[config.mk]
export PLATFORM = sky130hd
export DESIGN_NAME = sb_rx_deserializer_flat
export DESIGN_NICKNAME = d
export VERILOG_FILES = /design/src/rtl/sb_rx_deserializer_pkg.sv /design/src/rtl/sb_rx_deserializer_if.sv /design/src/rtl/sb_rx_hold_reg.sv /design/src/rtl/sb_rx_deserializer.sv /design/src/flat_wrapper.sv
export SDC_FILE = /design/constraint.sdc
export NUM_CORES = 1
export LEC_CHECK = 0
export CELL_PAD_IN_SITES_DETAIL_PLACEMENT = 1
export CELL_PAD_IN_SITES_GLOBAL_PLACEMENT = 2
export CORE_ASPECT_RATIO = 0.5
export CORE_UTILIZATION = 30
export CTS_BUF_LIST = sky130_fd_sc_hd__clkbuf_2
export DETAILED_ROUTE_END_ITERATION = 8
export PLACE_DENSITY_LB_ADDON = 0.1
export SLEW_MARGIN = 15
export SYNTH_ARGS = -nofsm -noshare
export SYNTH_HDL_FRONTEND = slang
export SYNTH_SLANG_ARGS = --single-unit
export TNS_END_PERCENT = 5
[constraint.sdc]
create_clock -name clk_800MHz -period 6.2 [get_ports clk_800MHz]
set_input_delay 1.24 -clock clk_800MHz [delete_from_list [all_inputs] [get_ports clk_800MHz]]
set_output_delay 1.24 -clock clk_800MHz [all_outputs]
set_load 0.01 [all_outputs]
[src/rtl/sb_rx_deserializer_pkg.sv]
// rtl/sb_rx_deserializer_pkg.sv - shared constants and state encoding for the sideband receive path
package sb_rx_deserializer_pkg;

    // Packet width in UI and minimum low-cycle gap between bursts
    localparam int SB_PKT_W  = 64;
    localparam int SB_GAP_UI = 32;

    // Receiver framing states, also used by the TX envelope checker
    typedef enum logic [1:0] {
        SB_RX_IDLE = 2'd0,
        SB_RX_RECV = 2'd1,
        SB_RX_GAP  = 2'd2,
        SB_RX_ERR  = 2'd3
    } sb_rx_state_e;

endpackage

[src/rtl/sb_rx_deserializer_if.sv]
// rtl/sb_rx_deserializer_if.sv - packet handshake bundle from the deserializer to the message decoder
interface sb_rx_deserializer_if #(
    parameter int PKT_W = sb_rx_deserializer_pkg::SB_PKT_W
) ();

    logic [PKT_W-1:0] pkt_o;
    logic             pkt_valid_o;
    logic             pkt_ready_i;
    logic             parity_err_o;

    // Producer side drives the packet, consumer side drives ready
    modport master (
        output pkt_o,
        output pkt_valid_o,
        output parity_err_o,
        input  pkt_ready_i
    );

    modport slave (
        input  pkt_o,
        input  pkt_valid_o,
        input  parity_err_o,
        output pkt_ready_i
    );

endinterface

[src/rtl/sb_rx_hold_reg.sv]
// rtl/sb_rx_hold_reg.sv - single-entry output holding register with valid/ready and overflow pulse
module sb_rx_hold_reg
    import sb_rx_deserializer_pkg::*;
#(
    parameter int PKT_W = SB_PKT_W
) (
    input  logic             clk_800MHz,
    input  logic             reset,
    input  logic             load_i,
    input  logic [PKT_W-1:0] data_i,
    input  logic             parity_i,
    output logic             overflow_o,
    sb_rx_deserializer_if.master pkt_if
);

    logic [PKT_W-1:0] pkt_q, pkt_d;
    logic             valid_q, valid_d;
    logic             parity_q, parity_d;
    logic             overflow_q, overflow_d;
    logic             drain;

    assign drain = valid_q & pkt_if.pkt_ready_i;

    // Load when empty or being drained this cycle; otherwise drop the new packet and flag it
    always_comb begin
        pkt_d      = pkt_q;
        valid_d    = valid_q;
        parity_d   = parity_q;
        overflow_d = 1'b0;
        if (load_i) begin
            if (!valid_q || drain) begin
                pkt_d    = data_i;
                parity_d = parity_i;
                valid_d  = 1'b1;
            end else begin
                overflow_d = 1'b1;
            end
        end else if (drain) begin
            valid_d = 1'b0;
        end
    end

    // Holding register state
    always_ff @(posedge clk_800MHz or posedge reset) begin
        if (reset) begin
            pkt_q      <= '0;
            valid_q    <= 1'b0;
            parity_q   <= 1'b0;
            overflow_q <= 1'b0;
        end else begin
            pkt_q      <= pkt_d;
            valid_q    <= valid_d;
            parity_q   <= parity_d;
            overflow_q <= overflow_d;
        end
    end

    assign pkt_if.pkt_o        = pkt_q;
    assign pkt_if.pkt_valid_o  = valid_q;
    assign pkt_if.parity_err_o = parity_q;
    assign overflow_o          = overflow_q;

endmodule

[src/rtl/sb_rx_deserializer.sv]
// rtl/sb_rx_deserializer.sv - sideband serial burst receiver with framing and parity checks
module sb_rx_deserializer
    import sb_rx_deserializer_pkg::*;
#(
    parameter int PKT_W  = SB_PKT_W,
    parameter int GAP_UI = SB_GAP_UI
) (
    input  logic clk_800MHz,
    input  logic reset,
    input  logic enable_i,
    input  logic SB_clkPin_RX_i,
    input  logic SB_dataPin_RX_i,
    output logic frame_err_o,
    output logic overflow_o,
    sb_rx_deserializer_if.master pkt_if
);

    localparam int BC_W = $clog2(PKT_W + 1);
    localparam int GC_W = $clog2(GAP_UI + 1);
    localparam logic [BC_W-1:0] BC_FULL = BC_W'(PKT_W);
    localparam logic [BC_W-1:0] BC_ONE  = BC_W'(1);
    localparam logic [GC_W-1:0] GC_FULL = GC_W'(GAP_UI);
    localparam logic [GC_W-1:0] GC_ONE  = GC_W'(1);

    sb_rx_state_e     state_q, state_d;
    logic [BC_W-1:0]  bit_cnt_q, bit_cnt_d;
    logic [GC_W-1:0]  gap_cnt_q, gap_cnt_d;
    logic [PKT_W-1:0] sreg_q, sreg_d;
    logic             frame_err_q, frame_err_d;
    logic             complete;
    logic [PKT_W-1:0] data_bit;

    // Current UI placed at bit 0, shifted to its slot by bit_cnt during RECV
    assign data_bit = {{(PKT_W-1){1'b0}}, SB_dataPin_RX_i};

    // Framing FSM: next state, bit/gap counters, shift register and error pulse
    always_comb begin
        state_d     = state_q;
        bit_cnt_d   = bit_cnt_q;
        gap_cnt_d   = gap_cnt_q;
        sreg_d      = sreg_q;
        frame_err_d = 1'b0;
        complete    = 1'b0;
        if (!enable_i) begin
            // Disabled link aborts silently and must re-earn a full gap
            state_d   = SB_RX_GAP;
            gap_cnt_d = '0;
            bit_cnt_d = '0;
            sreg_d    = '0;
        end else begin
            case (state_q)
                SB_RX_IDLE: begin
                    if (SB_clkPin_RX_i) begin
                        sreg_d    = data_bit;
                        bit_cnt_d = BC_ONE;
                        state_d   = SB_RX_RECV;
                    end
                end
                SB_RX_RECV: begin
                    if (SB_clkPin_RX_i) begin
                        if (bit_cnt_q == BC_FULL) begin
                            // 65th UI: burst too long
                            frame_err_d = 1'b1;
                            bit_cnt_d   = '0;
                            state_d     = SB_RX_ERR;
                        end else begin
                            sreg_d    = sreg_q | (data_bit << bit_cnt_q);
                            bit_cnt_d = bit_cnt_q + BC_ONE;
                        end
                    end else begin
                        // This low cycle is the first of the following gap
                        complete    = (bit_cnt_q == BC_FULL);
                        frame_err_d = (bit_cnt_q != BC_FULL);
                        bit_cnt_d   = '0;
                        gap_cnt_d   = GC_ONE;
                        state_d     = SB_RX_GAP;
                    end
                end
                SB_RX_GAP: begin
                    if (SB_clkPin_RX_i) begin
                        frame_err_d = 1'b1;
                        state_d     = SB_RX_ERR;
                    end else begin
                        gap_cnt_d = (gap_cnt_q == GC_FULL) ? GC_FULL : gap_cnt_q + GC_ONE;
                        if (gap_cnt_d == GC_FULL) begin
                            state_d = SB_RX_IDLE;
                        end
                    end
                end
                SB_RX_ERR: begin
                    if (!SB_clkPin_RX_i) begin
                        gap_cnt_d = GC_ONE;
                        state_d   = SB_RX_GAP;
                    end
                end
                default: state_d = SB_RX_GAP;
            endcase
        end
    end

    // FSM state register; reset demands a full gap before the first burst
    always_ff @(posedge clk_800MHz or posedge reset) begin
        if (reset) begin
            state_q     <= SB_RX_GAP;
            bit_cnt_q   <= '0;
            gap_cnt_q   <= '0;
            sreg_q      <= '0;
            frame_err_q <= 1'b0;
        end else begin
            state_q     <= state_d;
            bit_cnt_q   <= bit_cnt_d;
            gap_cnt_q   <= gap_cnt_d;
            sreg_q      <= sreg_d;
            frame_err_q <= frame_err_d;
        end
    end

    assign frame_err_o = frame_err_q;

    sb_rx_hold_reg #(
        .PKT_W(PKT_W)
    ) u_hold (
        .clk_800MHz (clk_800MHz),
        .reset      (reset),
        .load_i     (complete),
        .data_i     (sreg_q),
        .parity_i   (^sreg_q),
        .overflow_o (overflow_o),
        .pkt_if     (pkt_if)
    );

endmodule

[src/flat_wrapper.sv]
// flat-port wrapper written by rule: the top's interface ports become plain ports
module sb_rx_deserializer_flat import sb_rx_deserializer_pkg::*;
#(
    parameter int PKT_W  = SB_PKT_W,
    parameter int GAP_UI = SB_GAP_UI
)
  (clk_800MHz, reset, enable_i, SB_clkPin_RX_i, SB_dataPin_RX_i, frame_err_o, overflow_o, pkt_if_pkt_o, pkt_if_pkt_valid_o, pkt_if_parity_err_o, pkt_if_pkt_ready_i);
  sb_rx_deserializer_if #(.PKT_W(PKT_W)) pkt_if_i ();
  input  logic clk_800MHz;
  input  logic reset;
  input  logic enable_i;
  input  logic SB_clkPin_RX_i;
  input  logic SB_dataPin_RX_i;
  output logic frame_err_o;
  output logic overflow_o;
  output wire logic [$bits(pkt_if_i.pkt_o)-1:0] pkt_if_pkt_o;
  output wire logic [$bits(pkt_if_i.pkt_valid_o)-1:0] pkt_if_pkt_valid_o;
  output wire logic [$bits(pkt_if_i.parity_err_o)-1:0] pkt_if_parity_err_o;
  input wire logic [$bits(pkt_if_i.pkt_ready_i)-1:0] pkt_if_pkt_ready_i;
  assign pkt_if_pkt_o = pkt_if_i.pkt_o;
  assign pkt_if_pkt_valid_o = pkt_if_i.pkt_valid_o;
  assign pkt_if_parity_err_o = pkt_if_i.parity_err_o;
  assign pkt_if_i.pkt_ready_i = pkt_if_pkt_ready_i;
  sb_rx_deserializer #(.PKT_W(PKT_W), .GAP_UI(GAP_UI)) u_core (.clk_800MHz(clk_800MHz), .reset(reset), .enable_i(enable_i), .SB_clkPin_RX_i(SB_clkPin_RX_i), .SB_dataPin_RX_i(SB_dataPin_RX_i), .frame_err_o(frame_err_o), .overflow_o(overflow_o), .pkt_if(pkt_if_i));
endmodule
==> results of run 1 <==
[worst min path at each step]
stage / endpoint / slack (ns) / cells after the start
6_report: u_core.u_hold.pkt_if.pkt_o[1] / 0.53 / 1
5_1_grt: u_core.u_hold.pkt_if.pkt_o[17] / 0.56 / 1
4_1_cts: u_core.u_hold.pkt_if.pkt_o[20] / 0.54 / 1
3_5_place_dp: u_core.u_hold.pkt_if.pkt_o[1] / 0.50 / 1
3_3_place_gp: u_core.u_hold.pkt_if.pkt_o[1] / 0.49 / 1
2_1_floorplan: u_core.sreg_q[10] / 0.50 / 2
[routing by layer]
| metal | wire length [um] | global-route usage, % | share of wire [%] | up-vias |
|---|---|---|---|---|
| li1 | - | - | - | 2111 |
| met1 | 8840 | 24.6 | 51 | 2341 |
| met2 | 7850 | 24.9 | 45 | 45 |
| met3 | 598 | 4.28 | 3.4 | 10 |
| met4 | 116 | 3.88 | 0.67 | 0 |
| met5 | 0 | 0 | 0 | - |
[cells in the final DEF, fill, tap and decap left out, drive strengths merged, types with 2 or more instances in the layout]
cell             n
nor4b            3
or3              2
clkdlybuf4s50   73
nand2           18
inv             11
dfrtp          146
a31oi           18
mux2            64
nand2b           6
a22o             2
and3             7
and2             3
clkbuf          19
nor2b            6
nor4             3
o21ai           15
clkinv          11
buf              5
xor2            12
nand3            9
xnor2           58
nand4            3
nor2            95
a21oi           56
ha              10
[cells by family after synthesis]
family / after synthesis / share of synthesized area (%)
buffers and inverters: 36 / 2.33
adder cells (fa/ha/maj): 10 / 1.90
XOR/XNOR: 70 / 9.29
AO/OA/AOI/OAI: 96 / 8.25
multiplexers: 64 / 10.9
flip-flops: 147 / 55.8
AND/OR/NAND/NOR: 157 / 11.5
[worst max-delay path, cell delays in order, from the launching register on]
cell     delay (ns)
dfrtp_1        0.55
nor4_4         0.57
and3_1         0.24
ha_1           0.14
nand3_1        0.15
nor2b_4        0.65
buf_4          0.60
mux2_2         0.40
[power by group]
| part | internal (W) | switching (W) | total, W |
|---|---|---|---|
| combinational | 0.0000752 | 0.000169 | 0.000244 |
| sequential | 0.000978 | 0.0000232 | 0.00100 |
| clock | 0.000148 | 0.000374 | 0.000522 |
| total | 0.00120 | 0.000566 | 0.00177 |
[sequential cells by signal, indices dropped and copies added (netlist names)]
| signal | count |
|---|---|
| u_core.gap_cnt_q | 6 |
| u_core.state_q | 2 |
| u_core.frame_err_o | 1 |
| u_core.u_hold.overflow_o | 1 |
| u_core.u_hold.pkt_if.pkt_o | 64 |
| u_core.sreg_q | 64 |
| u_core.u_hold.pkt_if.parity_err_o | 1 |
| u_core.bit_cnt_q | 7 |
| u_core.u_hold.pkt_if.pkt_valid_o | 1 |
[through the flow]
stage / std cells / util (%)
finish: 956 / 37.2
global route: 956 / 37.2
CTS: 956 / 37.2
detailed placement: 924 / 36.2
global placement: 924 / 36.2
floorplan: 580 / -
[final cells by class]
type / count / area (um2) / area share, %
flip-flops and latches: 147 / 3680 / 47.0
multi-input cells: 397 / 2780 / 35.4
repair buffers: 78 / 768 / 9.80
well taps: 292 / 365 / 4.66
clock inverters: 13 / 111 / 1.42
clock buffers: 19 / 95.1 / 1.21
inverters: 10 / 42.5 / 0.543
[cell usage after synthesis, types with 3 or more instances]
cell,count
nand2_1,18
mux2_2,64
nand3_1,9
buf_2,9
o21ai_0,14
xnor2_1,58
nand4_1,3
dfrtp_1,146
and3_1,7
buf_1,4
nor2b_1,6
ha_1,10
a21oi_1,56
nor2_1,95
a31oi_1,17
nand2b_1,6
clkbuf_1,11
xor2_1,12
inv_1,10
==> impl_metrics.env, run 1 <==
export IMPL_dp_slack_ns=1.93
export IMPL_cp_end_kind="register"
export IMPL_slew_viol_final=0
export IMPL_total_leakage_power_nw=3.48
export IMPL_cts_tree="done"
export IMPL_p_total_w=0.00177
export IMPL_critPathLaunchType="register"
export IMPL_yosys_register_bits=147
export IMPL_hold_slack_ns=0.533
export IMPL_hold_viol_final=0
export IMPL_cts_htree_levels=4
export IMPL_design_area_um2=7840
export IMPL_cts_resized=0
export IMPL_postSynth_asyncResetShare_pct=100
export IMPL_period_share_pct=55.6
export IMPL_rsz0062_at_grt="no"
export IMPL_grt_pass1_vias=4806
export IMPL_ys_flop_type="dfrtp_1"
export IMPL_timing_rr_end="u_core.u_hold.pkt_if.pkt_o[10]"
export IMPL_grt_max_degree=64
export IMPL_synth_area_um2=6600
export IMPL_tightest_slew_ns=1.06
export IMPL_coreArea_um2=21100
export IMPL_maxSlewHeadroom_pct=29.2
export IMPL_holdCritPathClass="reg -> reg"
export IMPL_drt_iter0_markers=203
export IMPL_setup_tns_ns=0
export IMPL_cts_sinks=147
export IMPL_syn_inst=580
export IMPL_avgSynthCellArea_um2=11.4
export IMPL_synth_enable_flop_cells=0
export IMPL_skew_ns=0.0413
export IMPL_track_usage_pct=16.9
export IMPL_required_ns=6.86
export IMPL_rows=37
export IMPL_insertion_delay_ns=0.79
export IMPL_r2r_start="u_core.bit_cnt_q[2]"
export IMPL_nets=667
export IMPL_setup_violations=0
export IMPL_finalWorstSetupSlack_ns=2.75
export IMPL_cap_viol_max_count=0
export IMPL_wl_mm=17.4
export IMPL_reg2reg_depth=7
export IMPL_min_period_ns=3.45
export IMPL_startpoint="u_core.bit_cnt_q[2]"
export IMPL_fillerInstances=2330
export IMPL_worstSetupEndpoint="u_core.u_hold.pkt_if.pkt_o[10]"
export IMPL_diodes=0
export IMPL_post_route_drc_count=0
export IMPL_die_x_um=212
export IMPL_status="finished clean"
export IMPL_synth_area_leader_cell="dfrtp_1"
export IMPL_cp_max_fo=43
export IMPL_powerDensity_nw_per_um2=225
export IMPL_cts_root_buf="clkbuf_2"
export IMPL_vias=4507
export IMPL_synth_warnings=0
export IMPL_layout_drive_gt1_share_pct=16.9
export IMPL_hpwlAfterDp_mm=12.0
export IMPL_cts_made_buffers=17
export IMPL_syn_nets=596
export IMPL_synth_top_area_share_pct=55.4
export IMPL_postCtsSetupRepairBufs=0
export IMPL_final_antenna_net_count=0
export IMPL_reg2reg_setup_slack_ns=2.75
export IMPL_vias_per_cell=4.71
export IMPL_ctsHoldBuffers=0
export IMPL_ios=74
export IMPL_fmax_ghz=0.290
export IMPL_syn2layout_area_growth_pct=18.8
export IMPL_firstDrtPassIters=4
export IMPL_die_y_um=107
export IMPL_netlist_top_cells_area="dfrtp_1 55%, mux2_2 11%, xnor2_1 7.7%"
export IMPL_dpl_cell_area_um2=7630
export IMPL_cts_buffer_depth=2
export IMPL_die_area_um2=22600
export IMPL_irDropWorstVdd_mv=0.130
export IMPL_portBuffers=73
export IMPL_grt_overflow_total=0
export IMPL_synth_seq_area_share_pct=55.8
export IMPL_worstPathArrival_ns=4.11
export IMPL_initial_utilization_pct=31.3
export IMPL_antenna_found_initial=0
export IMPL_min_delay_start="u_core.u_hold.pkt_if.pkt_o[1]"
export IMPL_routabilityCongestion=0.748
export IMPL_synth_cell_types=40
export IMPL_clkTransAtPathRegs_ns=0.22
export IMPL_grt_pass1_wl_mm=28.2
export IMPL_wl_per_cell_um=18.2
export IMPL_path_class="reg -> reg"
Note: power is estimated with default switching activity, not from simulation.
==> inputs of run 2 (changes only) <==
==> constraint.sdc (replaced) <==
create_clock -name clk_800MHz -period 2.9 [get_ports clk_800MHz]
set_input_delay 0.58 -clock clk_800MHz [delete_from_list [all_inputs] [get_ports clk_800MHz]]
set_output_delay 0.58 -clock clk_800MHz [all_outputs]
set_load 0.01 [all_outputs]
==> run 2 against run 1 <==
Global-route usage fell by 0.12 points. Non-clock buffer count rose by 18. Via count rose by 1.3%. Cell area rose by 3.0%. Utilization rose by 1.1 points. Combinational power rose by 130%. Critical endpoint is now u_core.u_hold.pkt_if.pkt_o[53]. Largest cell class unchanged. Largest power group unchanged. Highest routed layer unchanged.
==> impl_metrics.env, run 2 (same netlist as run 1, synthesis figures left out) <==
export IMPL_total_leakage_power_nw=3.59
export IMPL_holdCritPathClass="in -> reg"
export IMPL_fillerInstances=2317
export IMPL_initial_utilization_pct=31.3
export IMPL_tightest_slew_ns=1.00
export IMPL_antenna_found_initial=0
export IMPL_cts_tree="done"
export IMPL_grt_max_degree=67
export IMPL_layout_common_cells="146 x dfrtp_1, 95 x nor2_1, 73 x clkdlybuf4s50_1"
export IMPL_rsz0062_at_grt="no"
export IMPL_cts_made_buffers=17
export IMPL_drt_iter0_markers=199
export IMPL_final_antenna_net_count=0
export IMPL_required_ns=3.57
export IMPL_path_class="reg -> reg"
export IMPL_utilization_pct=38.3
export IMPL_worstPathArrival_ns=3.13
export IMPL_cts_resized=0
export IMPL_reg2reg_depth=8
export IMPL_clkTransAtPathRegs_ns=0.22
export IMPL_hpwlAfterDp_mm=12.4
export IMPL_maxSlewHeadroom_pct=33.0
export IMPL_irDropWorstVdd_mv=0.279
export IMPL_track_usage_pct=16.7
export IMPL_dp_slack_ns=0.398
export IMPL_p_int_w=0.00269
export IMPL_cts_sinks=147
export IMPL_pwr_share_comb_pct=14.4
export IMPL_grt_pass1_wl_mm=28.3
export IMPL_cp_max_fo=66
export IMPL_vias_per_cell=4.69
export IMPL_cts_htree_levels=4
export IMPL_fmax_ghz=0.407
export IMPL_status="finished clean"
export IMPL_period_share_pct=84.7
export IMPL_dpl_cell_area_um2=7820
export IMPL_wl_mm=17.3
export IMPL_reg2reg_setup_slack_ns=0.44
export IMPL_finalWorstSetupSlack_ns=0.443
export IMPL_cap_viol_max_count=0
export IMPL_vias=4565
export IMPL_die_y_um=107
export IMPL_grt_overflow_total=0
export IMPL_r2r_start="u_core.bit_cnt_q[0]"
export IMPL_nets=685
export IMPL_post_route_drc_count=0
export IMPL_cts_root_buf="clkbuf_2"
export IMPL_cp_end_kind="register"
export IMPL_routabilityCongestion=0.754
export IMPL_min_period_ns=2.46
export IMPL_diodes=0
export IMPL_multiInputGateArea_um2=2780
export IMPL_insertion_delay_ns=0.77
export IMPL_powerDensity_nw_per_um2=487
export IMPL_cts_buffer_depth=2
export IMPL_hold_slack_ns=0.473
export IMPL_firstDrtPassIters=4
export IMPL_clockPowerShare_pct=31.3
export IMPL_min_delay_start="pkt_if_pkt_ready_i"
export IMPL_die_x_um=212
export IMPL_seq_area_um2=3680
export IMPL_coreArea_um2=21100
export IMPL_switching_share_pct=31.7
export IMPL_die_area_um2=22600
export IMPL_portBuffers=73
export IMPL_setup_violations=0
export IMPL_skew_ns=0.0402
export IMPL_final_common_cell="dfrtp_1"
export IMPL_timing_rr_end="u_core.u_hold.pkt_if.pkt_o[53]"
export IMPL_grt_pass1_vias=4895
export IMPL_ios=74
export IMPL_whs_path_depth=3
export IMPL_holdPathEnd="u_core.u_hold.pkt_if.pkt_valid_o"
export IMPL_seqPwrFrac_pct=54.3
export IMPL_critPathLaunchType="register"
export IMPL_slew_viol_final=0
export IMPL_wl_per_cell_um=17.7
export IMPL_rows=37
export IMPL_netSwitchingPower_w=0.00124
export IMPL_layout_drive_gt1_share_pct=18.8
export IMPL_hold_viol_final=0
export IMPL_syn2layout_area_growth_pct=22.3
export IMPL_design_area_um2=8070
export IMPL_setup_tns_ns=0
==> run 2: cell types whose count changed in the layout (fill, tap and decap cells not counted), sizes merged, moves of 2 or more <==
cell,previous run,this run
buf,5,22
clkinv,11,6
clkinvlp,0,4
clkbuf,19,17
inv,11,13
==> run 2: worst max-delay path by stage <==
stage	start	endpoint	depth (start not counted)
floorplan	u_core.bit_cnt_q[2]	u_core.u_hold.pkt_if.pkt_o[19]	9
global placement	SB_clkPin_RX_i	u_core.u_hold.pkt_if.pkt_o[33]	7
detailed placement	SB_clkPin_RX_i	u_core.u_hold.pkt_if.pkt_o[31]	7
CTS	u_core.state_q[1]	u_core.sreg_q[16]	10
global route	u_core.state_q[1]	u_core.sreg_q[16]	10
finish	u_core.bit_cnt_q[0]	u_core.u_hold.pkt_if.pkt_o[53]	8
==> run 2: worst max-delay path, stage by stage, from the launching register on <==
cell and delay, ns:
dfrtp_1 0.51, inv_1 0.19, ha_1 0.25, and3_1 0.18
ha_1 0.14, nand3_1 0.15, nor2b_4 0.17, buf_12 0.28
mux2_2 0.38
==> run 2: repair_timing <==
action | in CTS | in global routing
hold endpoints to repair | 8 | 0
hold buffers | 1 | 0
setup buffers | 0 | 0
==> run 2: power groups by stage <==
stage,Combinational (W),Sequential [W],Clock [W]
6_report,0.000567,0.00213,0.00123
5_1_grt,0.000640,0.00215,0.00138
4_1_cts,0.000578,0.00214,0.00130
3_5_place_dp,0.000575,0.00217,0
3_3_place_gp,0.000571,0.00217,0
2_1_floorplan,0.000372,0.00216,0
==> run 2: final cells by class <==
cell class                 count  area share, %
inverter                      10          0.512
sequential                   147           45.6
timing repair buffer          96           12.0
tap                          292           4.53
clock buffer                  17           1.05
multi-input combinational    397           34.4
clock inverter                15           1.92
==> run 2: per-stage QoR <==
step	instances	power, W
floorplan	580	0.00253
global placement	941	0.00274
detailed placement	941	0.00275
CTS	974	0.00401
global route	974	0.00417
finish	974	0.00393
==> run 2: per-layer routing <==
| layer | wire length, um | vias to the layer above | track usage, % |
|---|---|---|---|
| li1 | - | 2151 | - |
| met1 | 8900 | 2357 | 24.3 |
| met2 | 7690 | 43 | 24.6 |
| met3 | 489 | 14 | 3.87 |
| met4 | 168 | 0 | 4.97 |
| met5 | 0 | - | 0 |
